$ cat src/rtl/registers_bank_if.sv
// Debug dump stream of the register bank: start request, valid/ready entry
// stream and the completion pulse.
interface registers_bank_if #(
  parameter int registers_width = 32,
  parameter int memory_depth    = 32
);
  localparam int AW = $clog2(memory_depth);

  logic                       dump_start;
  logic                       dump_valid;
  logic                       dump_ready;
  logic [AW-1:0]              dump_addr;
  logic [registers_width-1:0] dump_data;
  logic                       dump_done;

  modport master (
    output dump_start,
    output dump_ready,
    input  dump_valid,
    input  dump_addr,
    input  dump_data,
    input  dump_done
  );

  modport slave (
    input  dump_start,
    input  dump_ready,
    output dump_valid,
    output dump_addr,
    output dump_data,
    output dump_done
  );
endinterface

$ cat src/rtl/registers_bank.sv
// MIPS IV general-purpose register bank: two registered read ports with write
// bypass, one write port, r0 hardwired to zero, post-reset clear and dump engine.
module registers_bank #(
  parameter  int registers_width = 32,
  parameter  int memory_depth    = 32,
  localparam int AW              = $clog2(memory_depth)
) (
  input  logic                       clk,
  input  logic                       reset,
  input  logic                       control_write,
  input  logic [AW-1:0]              write_register,
  input  logic [registers_width-1:0] write_data,
  input  logic [AW-1:0]              read_register1,
  input  logic [AW-1:0]              read_register2,
  output logic [registers_width-1:0] read_data1,
  output logic [registers_width-1:0] read_data2,
  output logic                       busy,
  registers_bank_if.slave            dump
);

  typedef enum logic [1:0] {
    ST_CLEAR,
    ST_IDLE,
    ST_DUMP
  } state_t;

  localparam logic [AW-1:0] LAST_ADDR = AW'(memory_depth - 1);

  state_t                     state_reg, state_next;
  logic [AW-1:0]              clear_idx_reg, clear_idx_next;
  logic [AW-1:0]              dump_addr_reg, dump_addr_next;
  logic                       dump_valid_reg, dump_valid_next;
  logic                       dump_done_reg, dump_done_next;
  logic [registers_width-1:0] mem [memory_depth];
  logic                       write_en;
  logic [AW-1:0]              rd_addr [2];

  always_ff @(posedge clk) begin
    if (reset) begin
      state_reg      <= ST_CLEAR;
      clear_idx_reg  <= '0;
      dump_addr_reg  <= '0;
      dump_valid_reg <= 1'b0;
      dump_done_reg  <= 1'b0;
    end else begin
      state_reg      <= state_next;
      clear_idx_reg  <= clear_idx_next;
      dump_addr_reg  <= dump_addr_next;
      dump_valid_reg <= dump_valid_next;
      dump_done_reg  <= dump_done_next;
    end
  end

  always_comb begin
    state_next      = state_reg;
    clear_idx_next  = clear_idx_reg;
    dump_addr_next  = dump_addr_reg;
    dump_valid_next = dump_valid_reg;
    dump_done_next  = 1'b0;
    case (state_reg)
      ST_CLEAR: begin
        clear_idx_next = clear_idx_reg + AW'(1);
        if (clear_idx_reg == LAST_ADDR) begin
          state_next = ST_IDLE;
        end
      end
      ST_IDLE: begin
        if (dump.dump_start) begin
          state_next      = ST_DUMP;
          dump_addr_next  = '0;
          dump_valid_next = 1'b1;
        end
      end
      ST_DUMP: begin
        if (dump_valid_reg && dump.dump_ready) begin
          if (dump_addr_reg == LAST_ADDR) begin
            dump_valid_next = 1'b0;
            dump_done_next  = 1'b1;
            state_next      = ST_IDLE;
          end else begin
            dump_addr_next = dump_addr_reg + AW'(1);
          end
        end
      end
      default: state_next = ST_CLEAR;
    endcase
  end

  // The clear sequence owns the write port; r0 is only ever written with zero.
  assign write_en = !reset && (state_reg != ST_CLEAR) && control_write
                    && (write_register != '0);

  always_ff @(posedge clk) begin
    if (state_reg == ST_CLEAR) begin
      mem[clear_idx_reg] <= '0;
    end else if (write_en) begin
      mem[write_register] <= write_data;
    end
  end

  assign rd_addr[0] = read_register1;
  assign rd_addr[1] = read_register2;

  generate
    for (genvar gi = 0; gi < 2; gi++) begin : g_read
      logic [registers_width-1:0] data_reg;

      // A same-edge write to the addressed register is forwarded so the port never returns stale data.
      always_ff @(posedge clk) begin
        if (reset || (state_reg == ST_CLEAR) || (rd_addr[gi] == '0)) begin
          data_reg <= '0;
        end else if (control_write && (write_register == rd_addr[gi])) begin
          data_reg <= write_data;
        end else begin
          data_reg <= mem[rd_addr[gi]];
        end
      end
    end
  endgenerate

  assign read_data1 = g_read[0].data_reg;
  assign read_data2 = g_read[1].data_reg;
  assign busy       = (state_reg == ST_CLEAR);

  // Dump data reads the array directly, so a write shows up only after it commits.
  assign dump.dump_valid = dump_valid_reg;
  assign dump.dump_addr  = dump_addr_reg;
  assign dump.dump_data  = mem[dump_addr_reg];
  assign dump.dump_done  = dump_done_reg;

endmodule
$ cat src/flat_wrapper.sv
// flat-port wrapper written by rule: the top's interface ports become plain ports
module registers_bank_flat 
#(
  parameter  int registers_width = 32,
  parameter  int memory_depth    = 32,
  localparam int AW              = $clog2(memory_depth)
)
  (clk, reset, control_write, write_register, write_data, read_register1, read_register2, read_data1, read_data2, busy, dump_dump_start, dump_dump_ready, dump_dump_valid, dump_dump_addr, dump_dump_data, dump_dump_done);
  registers_bank_if #(.registers_width(registers_width), .memory_depth(memory_depth)) dump_i ();
  input  logic clk;
  input  logic reset;
  input  logic control_write;
  input  logic [AW-1:0] write_register;
  input  logic [registers_width-1:0] write_data;
  input  logic [AW-1:0] read_register1;
  input  logic [AW-1:0] read_register2;
  output logic [registers_width-1:0] read_data1;
  output logic [registers_width-1:0] read_data2;
  output logic busy;
  input wire logic [$bits(dump_i.dump_start)-1:0] dump_dump_start;
  input wire logic [$bits(dump_i.dump_ready)-1:0] dump_dump_ready;
  output wire logic [$bits(dump_i.dump_valid)-1:0] dump_dump_valid;
  output wire logic [$bits(dump_i.dump_addr)-1:0] dump_dump_addr;
  output wire logic [$bits(dump_i.dump_data)-1:0] dump_dump_data;
  output wire logic [$bits(dump_i.dump_done)-1:0] dump_dump_done;
  assign dump_i.dump_start = dump_dump_start;
  assign dump_i.dump_ready = dump_dump_ready;
  assign dump_dump_valid = dump_i.dump_valid;
  assign dump_dump_addr = dump_i.dump_addr;
  assign dump_dump_data = dump_i.dump_data;
  assign dump_dump_done = dump_i.dump_done;
  registers_bank #(.registers_width(registers_width), .memory_depth(memory_depth)) u_core (.clk(clk), .reset(reset), .control_write(control_write), .write_register(write_register), .write_data(write_data), .read_register1(read_register1), .read_register2(read_register2), .read_data1(read_data1), .read_data2(read_data2), .busy(busy), .dump(dump_i));
endmodule
$ cat config.mk
export PLATFORM = sky130hd
export DESIGN_NAME = registers_bank_flat
export DESIGN_NICKNAME = d
export VERILOG_FILES = /design/src/rtl/registers_bank_if.sv /design/src/rtl/registers_bank.sv /design/src/flat_wrapper.sv
export SDC_FILE = /design/constraint.sdc
export NUM_CORES = 2
export LEC_CHECK = 0
export BUFFER_PORTS_ARGS = -buffer_cell sky130_fd_sc_hd__clkbuf_2
export CORE_MARGIN = 8
export CORE_UTILIZATION = 35
export DETAILED_ROUTE_END_ITERATION = 8
export HOLD_SLACK_MARGIN = 0.15
export PLACE_DENSITY_LB_ADDON = 0.25
export SYNTH_ARGS = -nofsm -noshare
export SYNTH_HDL_FRONTEND = slang
export SYNTH_SLANG_ARGS = --single-unit
$ cat constraint.sdc
create_clock -name clk -period 4.2 [get_ports clk]
set_clock_uncertainty 0.1 [all_clocks]
set_input_delay 1.26 -clock clk [delete_from_list [all_inputs] [get_ports clk]]
set_output_delay 1.26 -clock clk [all_outputs]
set_load 0.03 [all_outputs]
# Word level (Yosys, flattened, before mapping)
# Memories as Yosys holds them, arrays and structs flattened. A register that Yosys moved wholly into a read port is not among the register bits.
# Index checks and enable logic that the tools add are counted.
# classes
n_addsub,2
eq_ne,9
muxes,24
n_bitwise,2
reduce_logical,19
# ops
op,count
32-bit 2-to-1 mux,1
32-bit OR reduction,1
5-bit 2-to-1 mux,6
4-bit AND reduction,3
"5-bit by 1-bit adder with 5-bit output, second input constant",2
"5-bit == test, second input constant",2
5-bit logical NOT,2
1-bit 2-to-1 mux,10
5-bit case mux with 2 select lines,1
2-bit 2-to-1 mux,4
"2-bit by 1-bit inequality test with 1-bit output, second input constant",3
2-bit case mux with 3 select lines,1
5-bit nonzero test,1
1-bit logical AND,4
"2-bit inequality test, second input constant",2
2-bit nonzero test,2
1-bit logical OR,3
3-bit OR reduction,1
"2-bit by 1-bit == test with 1-bit output, second input constant",1
"2-bit == test, second input constant",1
2-bit logical NOT,1
1-bit inverter,2
1-bit case mux with 2 select lines,1
1-bit logical NOT,1
# word_totals
reg_bits,14
ram_bits,1024
in_bits,52
out_inout_bits,104
elab_cells,62
mem_count,1
# mem_list
name,depth,width,read_ports,rd_ports_with_merged_regs,write_ports,line,source
u_core.mem,32,32,3,3,1,registers_bank.sv:34,logic [registers_width-1:0] mem [memory_depth];

# Longest topological paths before layout
# logic_depth
ltp_word,9
ltp_mapped,11

# Least setup slack after synthesis
# OpenSTA, ideal clock, no wires.
# synth_timing
kind,input to register
from,input port write_register[4]
to,memory u_core.mem[18][0] (enable)
setup_ns,0.421
arrival_time_ns,3.910
required_time_ns,3.679
path_slack_ns,-0.231
stages,6
n_path_buf,0
cell_sequence,or4_1 -> o211ai_1 -> nand2_1 -> o22ai_1 -> nand2_1 -> nor2_1
# synth_via
elab_chain_len,7
elab_cells_between_ends,8
# synth_rtl
element,line,source
start: declaration,flat_wrapper.sv:13,input logic [AW-1:0] write_register;
5-bit nonzero test,registers_bank.sv:91,&& (write_register != '0);
1-bit logical AND,registers_bank.sv:91,
1-bit 2-to-1 mux,registers_bank.sv:96,end else if (write_en) begin
1-bit 2-to-1 mux,registers_bank.sv:94,if (state_reg == ST_CLEAR) begin
1-bit 2-to-1 mux (implied by the code),registers_bank.sv:97,mem[write_register] <= write_data;
32-bit OR reduction (no line),-,
5-bit 2-to-1 mux (no line) or 1-bit 2-to-1 mux (tied branches),-,
end: declaration,registers_bank.sv:34,
# Parallel ways exist; a longest one is shown, timed or not.

==> results.cfg <==
[setup_path]
critPathTopFamily = multiplexers
criticalPathCategory = reg -> out
max_stage_delay_ns = 0.53
crit_fanout = 6
endpoint_kind = output port
crit_path_start_kind = flop
cp.required_ns = 2.84
worstPathArrival_ns = 3.31
slowest_stage = mux4_2
crit_buf_inv = 5
crit_chain = buf_6, buf_12, buf_12, buf_16, mux4_2, mux4_2, mux2_4, buf_8
cp.depth = 8
reg2reg_depth = 7

[power_and_ir_drop]
cellLeakagePower_nw = 22.70
p_seq_frac = 0.481
powerDensity_nw_per_um2 = 350.7
clock_power_share = 0.418
p_switching_mw = 6.238
swShare = 0.2482
p_int_mw = 18.89
vdd_drop_max_mv = 0.3489
p_comb_frac = 0.101

[global_route]
grt_max_degree = 49
grt_pass1_wl_um = 319200
track_usage = 0.2406
antenna_found_initial = 1
grt_remaining_overflow = 0
grt_pass1_vias = 40327

[timing]
fmax_ghz = 0.2141
max_slew.worst_pin.slew_ns = 1.037
setup_viol = 32
finalMaxSlewViolations = 0
fin_tns_setup_ns = -12.39
relSlewSlack = 0.3077
hold_slack_ns = 0.4684
setup_ws_ns = -0.4705
rsz0062_at_grt = yes
fin_crit_ns = 4.670
final_hold_viol_count = 0
timing.final.crit_share = 1.112

[cells_and_area]
fill_cells = 15112
regMostFlops = u_core.mem
regArea_um2 = 32430
largest_reg_flops = 1024
finalInstanceArea_um2 = 71650
syn2layout_area_growth_pct = 20.33
final_common_cell = edfxtp_1
fin_util = 0.4233
nets = 4144
multi_input_area_um2 = 26000
layout_common_cells = edfxtp_1 (1024), mux4_2 (576), mux2i_1 (545)
drive_gt1_frac = 0.3529

[place]
dpl-instance-area_um2 = 66350
gp_congestion = 0.8778
io_buffers = 155
place_ws_ns = 0.002211
hpwlAfterDp_um = 147500

[floorplan]
die-width_um = 428.5
initial_core_util = 0.3517
io_pins = 156
core-area_um2 = 169300
row_count = 151
die_area_um2 = 183600
die_y_um = 428.5

[drt]
drc = 0
drt_pass1_iterations = 8
routed_wl_um = 229100
ant_nets = 0
avgViaCountPerCell = 6.324
vias = 40539
drt_iter0_drc = 4715
wl_per_cell_um = 35.74

[yosys]
syn_area_um2 = 59540
synthFlopType = edfxtp_1
synth_edf_count = 1024
syn_inst = 3752
ys_ff_latch = 1107
syn_nets = 3808
yosys_warnings = 0
syn_avg_cell_area_um2 = 15.87
ys_types = 61
yosysSeqAreaShare = 0.5443
async_flop_share = 0

[clock_tree]
cts_buffer_depth = 3
clock_latency_ns = 0.78
ctsRootBufferMaster = clkbuf_16
cts_tree = done
clock_sinks = 1107
h-tree-depth = 3
cts_made_buffers = 118
path_clk_slew_ns = 0.07

[outcome]
outcome = finished with violations
violations = negative setup slack

[hold_path]
hold_depth = 2
worstHoldPathType = reg -> reg

[run]
maxCapViolations = 0
-- repair_timing --
item / 4_1_cts / 5_1_grt
buffers inserted: 23 / 0
cloned: 15 / 6
pin swaps: 0 / 0
endpoints found under the setup margin: 32 / 32
gates resized for setup: 136 / 37
hold buffers: 0 / 0
-- stage by stage --
| step | power, mW | instances |
|---|---|---|
| after floorplan | 13.60 | 3752 |
| after global placement | 14.73 | 6143 |
| after detailed placement | 14.74 | 6143 |
| after CTS | 25.23 | 6404 |
| after global routing | 25.72 | 6409 |
| final | 25.13 | 6410 |
-- power by group through the flow --
stage	Sequential [mW]	Clock [mW]	Combinational, mW
detailed placement	12.3	0	2.43
CTS	12.1	10.6	2.51
finish	12.1	10.5	2.54
floorplan	12.3	0	1.32
global placement	12.3	0	2.43
global route	12.1	11.0	2.60
-- synthesized netlist by cell type (48+ instances only) --
cell type  count  share of area
nand2_1      292          0.018
dfxtp_1       83          0.028
a211oi_1      97          0.012
buf_2        123          0.010
mux2i_1      545          0.092
edfxtp_1    1024           0.52
a21oi_1      126          0.011
a22oi_1      176          0.022
mux2_2        96          0.018
mux4_2       576           0.22
nand3_1      110         0.0092
nor2_1        48         0.0030
clkbuf_1     164          0.010
-- cells by family after synthesis --
group           Yosys count  synth area share
mux                    1217            0.3276
flops                  1107            0.5443
compound gates          503           0.05865
simple gates            539           0.04051
buf+inv                 378           0.02742
xor+xnor                  4         0.0005883
fa+ha+maj                 4         0.0008406
-- layout make-up --
type	instances	share of cell area
Clock buffer	147	0.04474
Timing Repair Buffer	548	0.08911
Clock inverter	76	0.009447
Antenna cell	1	0.00003493
Inverter	46	0.002480
Tap cell	2218	0.03873
Sequential cell	1107	0.4526
Multi-Input combinational cell	2267	0.3629
-- metal layers --
metal  vias up  GRT usage  wire length [µm]
li1      16356          -                 -
met1     21431     0.3105             88570
met2      2252     0.4018            111100
met3       498    0.03443             17410
met4         2     0.1123             12020
met5         -          0                13
-- worst min-delay path, stage by stage, from the launching register on --
cell and delay [ns]:
dfxtp_1 0.36, nand3_1 0.12, nor3_1 0.05
-- final timing paths --
path,start,to,slack [ns]
setup reg to reg,u_core.state_reg[0],u_core.mem[11][29],1.02
hold / removal,u_core.dump.dump_valid,u_core.dump.dump_done,0.47
hold reg to reg,u_core.dump.dump_valid,u_core.dump.dump_done,0.47
setup / recovery,flop,dump_dump_data[19],-0.47
No activity file was read; power rests on OpenSTA's default activity.
